[config.mk]
export PLATFORM = sky130hd
export DESIGN_NAME = strobe_div
export DESIGN_NICKNAME = d
export VERILOG_FILES = /design/src/rtl/strobe_div.sv
export SDC_FILE = /design/constraint.sdc
export NUM_CORES = 1
export LEC_CHECK = 0
export ABC_AREA = 1
export CAP_MARGIN = 25
export CORE_MARGIN = 1.5
export CORE_UTILIZATION = 35
export CTS_BUF_LIST = sky130_fd_sc_hd__clkbuf_4
export CTS_CLUSTER_SIZE = 25
export DETAILED_ROUTE_END_ITERATION = 16
export REMOVE_ABC_BUFFERS = 1
export SETUP_SLACK_MARGIN = 0.05
export SLEW_MARGIN = 20
export SYNTH_ARGS = -nofsm -noshare
export SYNTH_HDL_FRONTEND = slang
export SYNTH_SLANG_ARGS = --single-unit
[constraint.sdc]
create_clock -name clk -period 10.3 [get_ports clk]
set_input_delay 2.06 -clock clk [delete_from_list [all_inputs] [get_ports clk]]
set_output_delay 2.06 -clock clk [all_outputs]
set_load 0.05 [all_outputs]
[src/rtl/strobe_div.sv]
// Programmable strobe divider: one-cycle strobe every div_act enabled cycles,
// with glitch-free divisor reloads at period boundaries and external sync alignment.
module strobe_div #(
    parameter int WIDTH       = 28,
    parameter int DEFAULT_DIV = 80000000,
    parameter bit SYNC_EN     = 1'b1
) (
    input  logic             clk,
    input  logic             rst,
    input  logic             en,
    input  logic [WIDTH-1:0] div_in,
    input  logic             div_load,
    input  logic             sync_in,
    output logic             strobe,
    output logic [WIDTH-1:0] count,
    output logic [WIDTH-1:0] phase,
    output logic             phase_valid,
    output logic             locked,
    output logic             div_err
);

    localparam logic [WIDTH-1:0] DIV_RST = WIDTH'(DEFAULT_DIV);

    // Divisors of 0 or 1 cannot produce a one-cycle strobe between idle cycles.
    function automatic logic div_legal(input logic [WIDTH-1:0] d);
        return d >= WIDTH'(2);
    endfunction

    logic             sync_d;
    logic             pend;
    logic [WIDTH-1:0] div_act;
    logic [WIDTH-1:0] div_shadow;

    logic at_end;
    logic sync_edge;
    logic restart;
    logic load_ok;
    logic load_bad;

    always_comb begin
        at_end    = (count == div_act - WIDTH'(1));
        sync_edge = SYNC_EN && en && sync_in && !sync_d;
        restart   = en && (at_end || sync_edge);
        load_ok   = div_load && div_legal(div_in);
        load_bad  = div_load && !div_legal(div_in);
    end

    always_ff @(posedge clk or posedge rst) begin
        if (rst) begin
            count       <= '0;
            strobe      <= 1'b0;
            sync_d      <= 1'b0;
            phase       <= '0;
            phase_valid <= 1'b0;
            locked      <= 1'b0;
        end else begin
            sync_d      <= sync_in;
            strobe      <= restart;
            phase_valid <= sync_edge;
            if (en) begin
                count <= restart ? '0 : count + WIDTH'(1);
            end
            // A sync edge that lands on the natural wrap cycle means we are already aligned.
            if (sync_edge) begin
                phase  <= count;
                locked <= at_end;
            end
        end
    end

    // The restart consumes the previously staged divisor; a load in the same
    // cycle is written after it and therefore stays pending for the next period.
    always_ff @(posedge clk or posedge rst) begin
        if (rst) begin
            div_act    <= DIV_RST;
            div_shadow <= DIV_RST;
            pend       <= 1'b0;
            div_err    <= 1'b0;
        end else begin
            if (restart && pend) begin
                div_act <= div_shadow;
                pend    <= 1'b0;
            end
            if (load_ok) begin
                div_shadow <= div_in;
                pend       <= 1'b1;
            end
            if (load_bad) begin
                div_err <= 1'b1;
            end
        end
    end

endmodule

==> results of run 1 <==
[cell usage after synthesis, types with 12 or more instances]
cell     count  share of area
xnor2_1     13          0.018
inv_1       77          0.047
dfstp_2     16          0.068
xor2_1      33          0.047
nand2_1    218           0.13
nand4_1     14          0.014
o21ai_0     45          0.036
mux2_2      12          0.022
dfrtp_1    102           0.41
nor3_1      20          0.016
nand3_1     45          0.036
nor2_1      87          0.053
[stage by stage]
step	std cells	hold slack [ns]	worst slack, ns	total power [mW]	util
after CTS	1087	0.487	5.81	1.28	0.439
after floorplan	736	0.454	5.14	0.797	-
after global routing	1089	0.507	5.38	1.35	0.440
after global placement	1055	0.460	5.27	0.887	0.420
final	1089	0.478	5.80	1.27	0.440
after detailed placement	1055	0.463	5.22	0.892	0.420
[worst max-delay path by stage]
stage / start / slack (ns) / depth (start not counted) / end
finish: en / 5.80 / 8 / div_act[27]$_DFFE_PP0P_
global route: en / 5.38 / 8 / div_act[14]$_DFFE_PP0P_
detailed placement: en / 5.22 / 8 / div_act[27]$_DFFE_PP0P_
CTS: en / 5.81 / 8 / div_act[27]$_DFFE_PP0P_
floorplan: rst / 5.14 / 1 / count[0]$_DFFE_PP0P_
global placement: en / 5.27 / 8 / div_act[14]$_DFFE_PP0P_
[power by group through the flow]
stage	Combinational, mW	Sequential (mW)	Clock [mW]
final	0.311	0.570	0.386
after global routing	0.356	0.579	0.416
after CTS	0.313	0.571	0.397
after detailed placement	0.312	0.580	0
after global placement	0.307	0.581	0
after floorplan	0.187	0.610	0
[routing by layer]
layer	part of all wire	global-route usage
met5	0	0
met4	0.010	0.0609
met3	0.034	0.0354
met2	0.45	0.252
met1	0.51	0.235
[final cells by class]
cell class	instances	area [µm²]	area share
tap	225	282	0.0371
timing repair buffer	95	951	0.125
sequential	118	2970	0.392
clock buffer	19	143	0.0188
clock inverter	13	185	0.0244
multi-input combinational	539	2750	0.362
inverter	79	299	0.0394
antenna	1	2.50	0.000330
[cells by family (layout without fill, tap and decap cells)]
| family | count (synthesis) | after routing | synth area share |
|---|---|---|---|
| DFF | 118 | 118 | 0.482 |
| xor gates and xnor gates | 46 | 46 | 0.0653 |
| muxes | 12 | 12 | 0.0219 |
| adders and majority gates | 2 | 2 | 0.00405 |
| AOI/OAI and AO/OA | 59 | 59 | 0.0509 |
| other | 0 | 1 | 0 |
| buffers and inverters | 101 | 206 | 0.0736 |
| and+or+nand+nor | 420 | 420 | 0.303 |
[worst register-to-register path: cells and delay by family, from the launching register on]
kind                       cells  cell delay, ns
adders and majority gates      1            0.31
and+or+nand+nor               12            2.06
xor gates and xnor gates       1            0.16
buffers and inverters          1            0.15
DFF                            1            0.42
[state kept, by name, summed over array words and instances, names as in the netlist]
register and count:
phase_valid 1, phase 28, locked 1, div_act 28, sync_d 1, pend 1
div_err 1, div_shadow 28, strobe 1, count 28
==> results.json, run 1 <==
{
  "clock_latency_ns": 0.55,
  "crit_chain": "clkdlybuf4s50_1, nand2_1, nor2_1, inv_2, nand2_4, nand2_4, nand2_1, nand2_1",
  "p_seq_frac": 0.450,
  "hp-class": "flop to flop",
  "r2r_slack_ns": 7.10,
  "final_common_cell": "nand2_1",
  "hold_viol": 0,
  "cts_tree": "built",
  "critPathMaxFanout": 57,
  "die_w_um": 136,
  "leakage_nw": 3.49,
  "path_class": "input pin to flop",
  "ys_warn_count": 0,
  "startpoint_type": "input pin",
  "grt_antenna_before_repair": 1,
  "start_util": 0.358,
  "fin_nets": 885,
  "clockBufferDepth": 2,
  "grt_overflow": 0,
  "synth_area_um2": 6170,
  "vias": 4977,
  "postPlaceCellArea_um2": 7240,
  "fin_crit_sh": 0.437,
  "ioPinCount": 93,
  "tns_ns": 0,
  "wl_um": 14000,
  "required_ns": 10.74,
  "cts-resized-gates": 0,
  "cp-end-kind": "flop",
  "status": "completed",
  "p_int_uw": 849,
  "tightest_slew_ns": 0.823,
  "cp.arrival_ns": 4.94,
  "p_sw_uw": 419,
  "die_h_um": 136,
  "critPathMaxStageDelay_ns": 0.75,
  "critical_path.slowest_cell": "clkdlybuf4s50_1",
  "cts_num_sinks": 118,
  "cap_violations": 0,
  "critPathTopFamily": "simple AND/OR/NAND/NOR gates",
  "synthFlopType": "dfrtp_1",
  "drtIter0Drc": 314,
  "max_freq_mhz": 222,
  "drive_above_1_share": 0.0997,
  "portBuffers": 92,
  "final_cell_area_um2": 7580,
  "cts_buffers": 17,
  "synth_cells": 758,
  "avgViaCountPerCell": 4.57,
  "seq_area_frac_synth": 0.482,
  "ctsHtreeMaxLevel": 4,
  "cts.hold.buffers_added": 0,
  "wl_per_cell_um": 12.9,
  "finalMaxSlewViolations": 0,
  "synth_area_per_cell_um2": 8.14,
  "worst_clock_skew_ns": 0.0184,
  "grt_usage": 0.167,
  "timing.rr.end": "div_act[27]$_DFFE_PP0P_",
  "clock-root-buffer": "clkbuf_4",
  "dp_hpwl_um": 10400,
  "ant_nets": 0,
  "cts.reportedPaths.clkPinSlew_ns": 0.11,
  "firstDrtPassIters": 5,
  "grt_max_degree": 70,
  "netlist-cell-type-count": 36,
  "worstRegToRegCells": 15,
  "async_reset_ff_frac": 1.00,
  "r2r-start": "div_act[0]$_DFFE_PP0P_",
  "fin_crit_ns": 4.50,
  "p_sw_frac": 0.330,
  "rsz0062_at_grt": "no",
  "synth-edff-count": 0,
  "grt_pass1_wl_um": 24100,
  "syn_to_final_growth_pct": 22.8,
  "clkPwrFrac": 0.304,
  "power.density_nw_per_um2": 167,
  "worstHoldStart": "div_shadow[26]$_DFFE_PP1P_",
  "setup_viol": 0,
  "mostFrequentLayoutCells": "218 x nand2_1, 102 x dfrtp_1, 92 x clkdlybuf4s50_1, 87 x nor2_1, 76 x inv_1",
  "combPwrFrac": 0.246,
  "ys_seq_elements": 118,
  "drc": 0,
  "ir_worst_vdd_mv": 0.0631,
  "worstHoldPathCells": 2,
  "crit_top_cell": "nand2_1",
  "coreArea_um2": 17200,
  "globalplace.congestion": 0.817,
  "die-area_um2": 18400,
  "slew_headroom": 0.451,
  "holdPathEnd": "div_act[26]$_DFFE_PP1P_",
  "grt_pass1_vias": 4785,
  "rows": 48,
  "crit_buf_inv": 2,
  "postCtsSetupBuffers": 0,
  "nFillCells": 1782
}
Note: power is estimated with default switching activity, not from simulation.
==> run 2: changes to the inputs <==
==> constraint.sdc (replaced) <==
create_clock -name clk -period 4.5 [get_ports clk]
set_input_delay 0.9 -clock clk [delete_from_list [all_inputs] [get_ports clk]]
set_output_delay 0.9 -clock clk [all_outputs]
set_load 0.05 [all_outputs]
==> run 2 against run 1 <==
  * Die area stayed put
  * Core utilization is 0.33 points lower
  * Register-to-register slack worse by 5.6 ns
  * Worst setup slack worse by 4.3 ns
  * Sequential share of layout area is 0.29 points higher
  * Final cell count is 0.28% higher
  * Sequential power is 130% higher
  * Non-clock buffer count is 3 higher
  * Critical path type is now flop to flop
  * Critical endpoint is now count[1]$_DFFE_PP0P_
  * Largest power group unchanged
==> results.json, run 2 (synthesized netlist as in run 1, its figures left out) <==
{
  "status": "completed",
  "whs_ns": 0.481,
  "rows": 48,
  "drc": 0,
  "worst_clock_skew_ns": 0.0157,
  "die-area_um2": 18400,
  "hp-class": "flop to flop",
  "grt_antenna_before_repair": 1,
  "required_ns": 4.92,
  "ioPinCount": 93,
  "clkPwrFrac": 0.261,
  "syn_to_final_growth_pct": 21.9,
  "cts_buffers": 17,
  "vias": 5048,
  "crit_buf_inv": 2,
  "drtIter0Drc": 303,
  "ant_nets": 0,
  "crit_chain": "inv_1, ha_1, nand2_4, nor2_8, nand3_4, xor2_1, nand2_1, nor2_1, nand2_1, nor2_2, nand3_2, nand2_4, buf_4, o22ai_1",
  "wl_per_cell_um": 13.2,
  "avgViaCountPerCell": 4.62,
  "wl_um": 14400,
  "cp-end-kind": "flop",
  "ir_worst_vdd_mv": 0.159,
  "grt_overflow": 0,
  "p_int_mw": 1.77,
  "firstDrtPassIters": 4,
  "leakage_nw": 3.46,
  "cap_violations": 0,
  "fin_crit_sh": 0.671,
  "max_freq_mhz": 331,
  "tns_ns": 0,
  "rsz0062_at_grt": "no",
  "final_common_cell": "nand2_1",
  "p_sw_uw": 958,
  "grt_pass1_vias": 4854,
  "critPathMaxFanout": 34,
  "die_h_um": 136,
  "fin_nets": 888,
  "drive_above_1_share": 0.102,
  "cts-resized-gates": 0,
  "ctsHtreeMaxLevel": 4,
  "die_w_um": 136,
  "cts_num_sinks": 118,
  "hold_viol": 0,
  "power.density_nw_per_um2": 363,
  "portBuffers": 92,
  "coreArea_um2": 17200,
  "globalplace.congestion": 0.811,
  "path_class": "flop to flop",
  "finalMaxSlewViolations": 0,
  "p_seq_frac": 0.477,
  "cts.reportedPaths.clkPinSlew_ns": 0.10,
  "clockBufferDepth": 2,
  "postCtsSetupBuffers": 0,
  "startpoint_type": "flop",
  "cts_tree": "built",
  "mostFrequentLayoutCells": "218 x nand2_1, 102 x dfrtp_1, 92 x clkdlybuf4s50_1, 87 x nor2_1, 76 x inv_1",
  "clock-root-buffer": "clkbuf_4",
  "tightest_slew_ns": 0.743,
  "cts.hold.buffers_added": 0,
  "critPathMaxStageDelay_ns": 0.42,
  "combPwrFrac": 0.262,
  "setup_viol": 0,
  "clock_latency_ns": 0.55,
  "grt_max_degree": 60,
  "critical_path.slowest_cell": "dfrtp_1",
  "p_sw_frac": 0.351,
  "fin_crit_ns": 3.02,
  "cp.arrival_ns": 3.44,
  "grt_pass1_wl_um": 24000,
  "slew_headroom": 0.505,
  "grt_usage": 0.168,
  "nFillCells": 1752,
  "start_util": 0.358,
  "dp_hpwl_um": 10600,
  "critPathTopFamily": "simple AND/OR/NAND/NOR gates"
}
[run 2: per-stage QoR]
step           worst slack, ns  instance area, µm²  power, mW   util  std cells
4_1_cts                   1.43                7520       2.77  0.436       1091
6_report                  1.48                7520       2.73  0.437       1092
3_5_place_dp              1.24                7270       2.05  0.422       1059
3_3_place_gp              1.28                7270       2.03  0.422       1059
5_1_grt                   1.18                7520       2.91  0.437       1092
2_1_floorplan            0.497                6020       1.82      -        736
[run 2: worst reg2reg max path, delay by kind of cell (launching register included)]
kind | cells | cell delay (ns)
simple gates | 9 | 1.35
xor+xnor | 1 | 0.17
fa+ha+maj | 1 | 0.31
flops | 1 | 0.42
compound gates | 1 | 0.11
buf+inv | 2 | 0.53
[run 2: layout make-up]
cell class | instances | area [µm²] | area share
Antenna cell | 1 | 2.50 | 0.000333
Clock buffer | 19 | 143 | 0.0190
Clock inverter | 13 | 114 | 0.0151
Inverter | 79 | 299 | 0.0397
Multi-Input combinational cell | 539 | 2750 | 0.365
Sequential cell | 118 | 2970 | 0.395
Tap cell | 225 | 282 | 0.0374
Timing Repair Buffer | 98 | 966 | 0.128
[run 2: per-layer routing]
layer / global-route usage / vias up / share of wire
met2: 0.261 / 99 / 0.45
met4: 0.0705 / 0 / 0.019
met1: 0.228 / 2332 / 0.48
li1: - / 2596 / -
met3: 0.0339 / 21 / 0.047
met5: 0 / - / 0
[run 2: final timing paths]
check | depth (start not counted) | slack, ns | startpoint | to
min in group asynchronous | 2 | 0.83 | rst | strobe$_DFF_PP0_
worst max register to register | 14 | 1.48 | div_act[0]$_DFFE_PP0P_ | count[1]$_DFFE_PP0P_
max in group asynchronous | 3 | 2.73 | rst | div_shadow[22]$_DFFE_PP1P_
worst min-delay path | 2 | 0.48 | phase[27]$_DFFE_PP0P_ | phase[27]$_DFFE_PP0P_
worst max-delay path | 14 | 1.48 | div_act[0]$_DFFE_PP0P_ | count[1]$_DFFE_PP0P_
worst min register to register | 2 | 0.48 | phase[27]$_DFFE_PP0P_ | phase[27]$_DFFE_PP0P_
[run 2: power groups by stage]
stage          clock, mW  sequential [mW]  combinational (mW)
3_5_place_dp           0             1.32               0.721
3_3_place_gp           0             1.32               0.712
2_1_floorplan          0             1.40               0.428
5_1_grt            0.786             1.32               0.805
4_1_cts            0.737             1.31               0.724
6_report           0.713             1.30               0.714
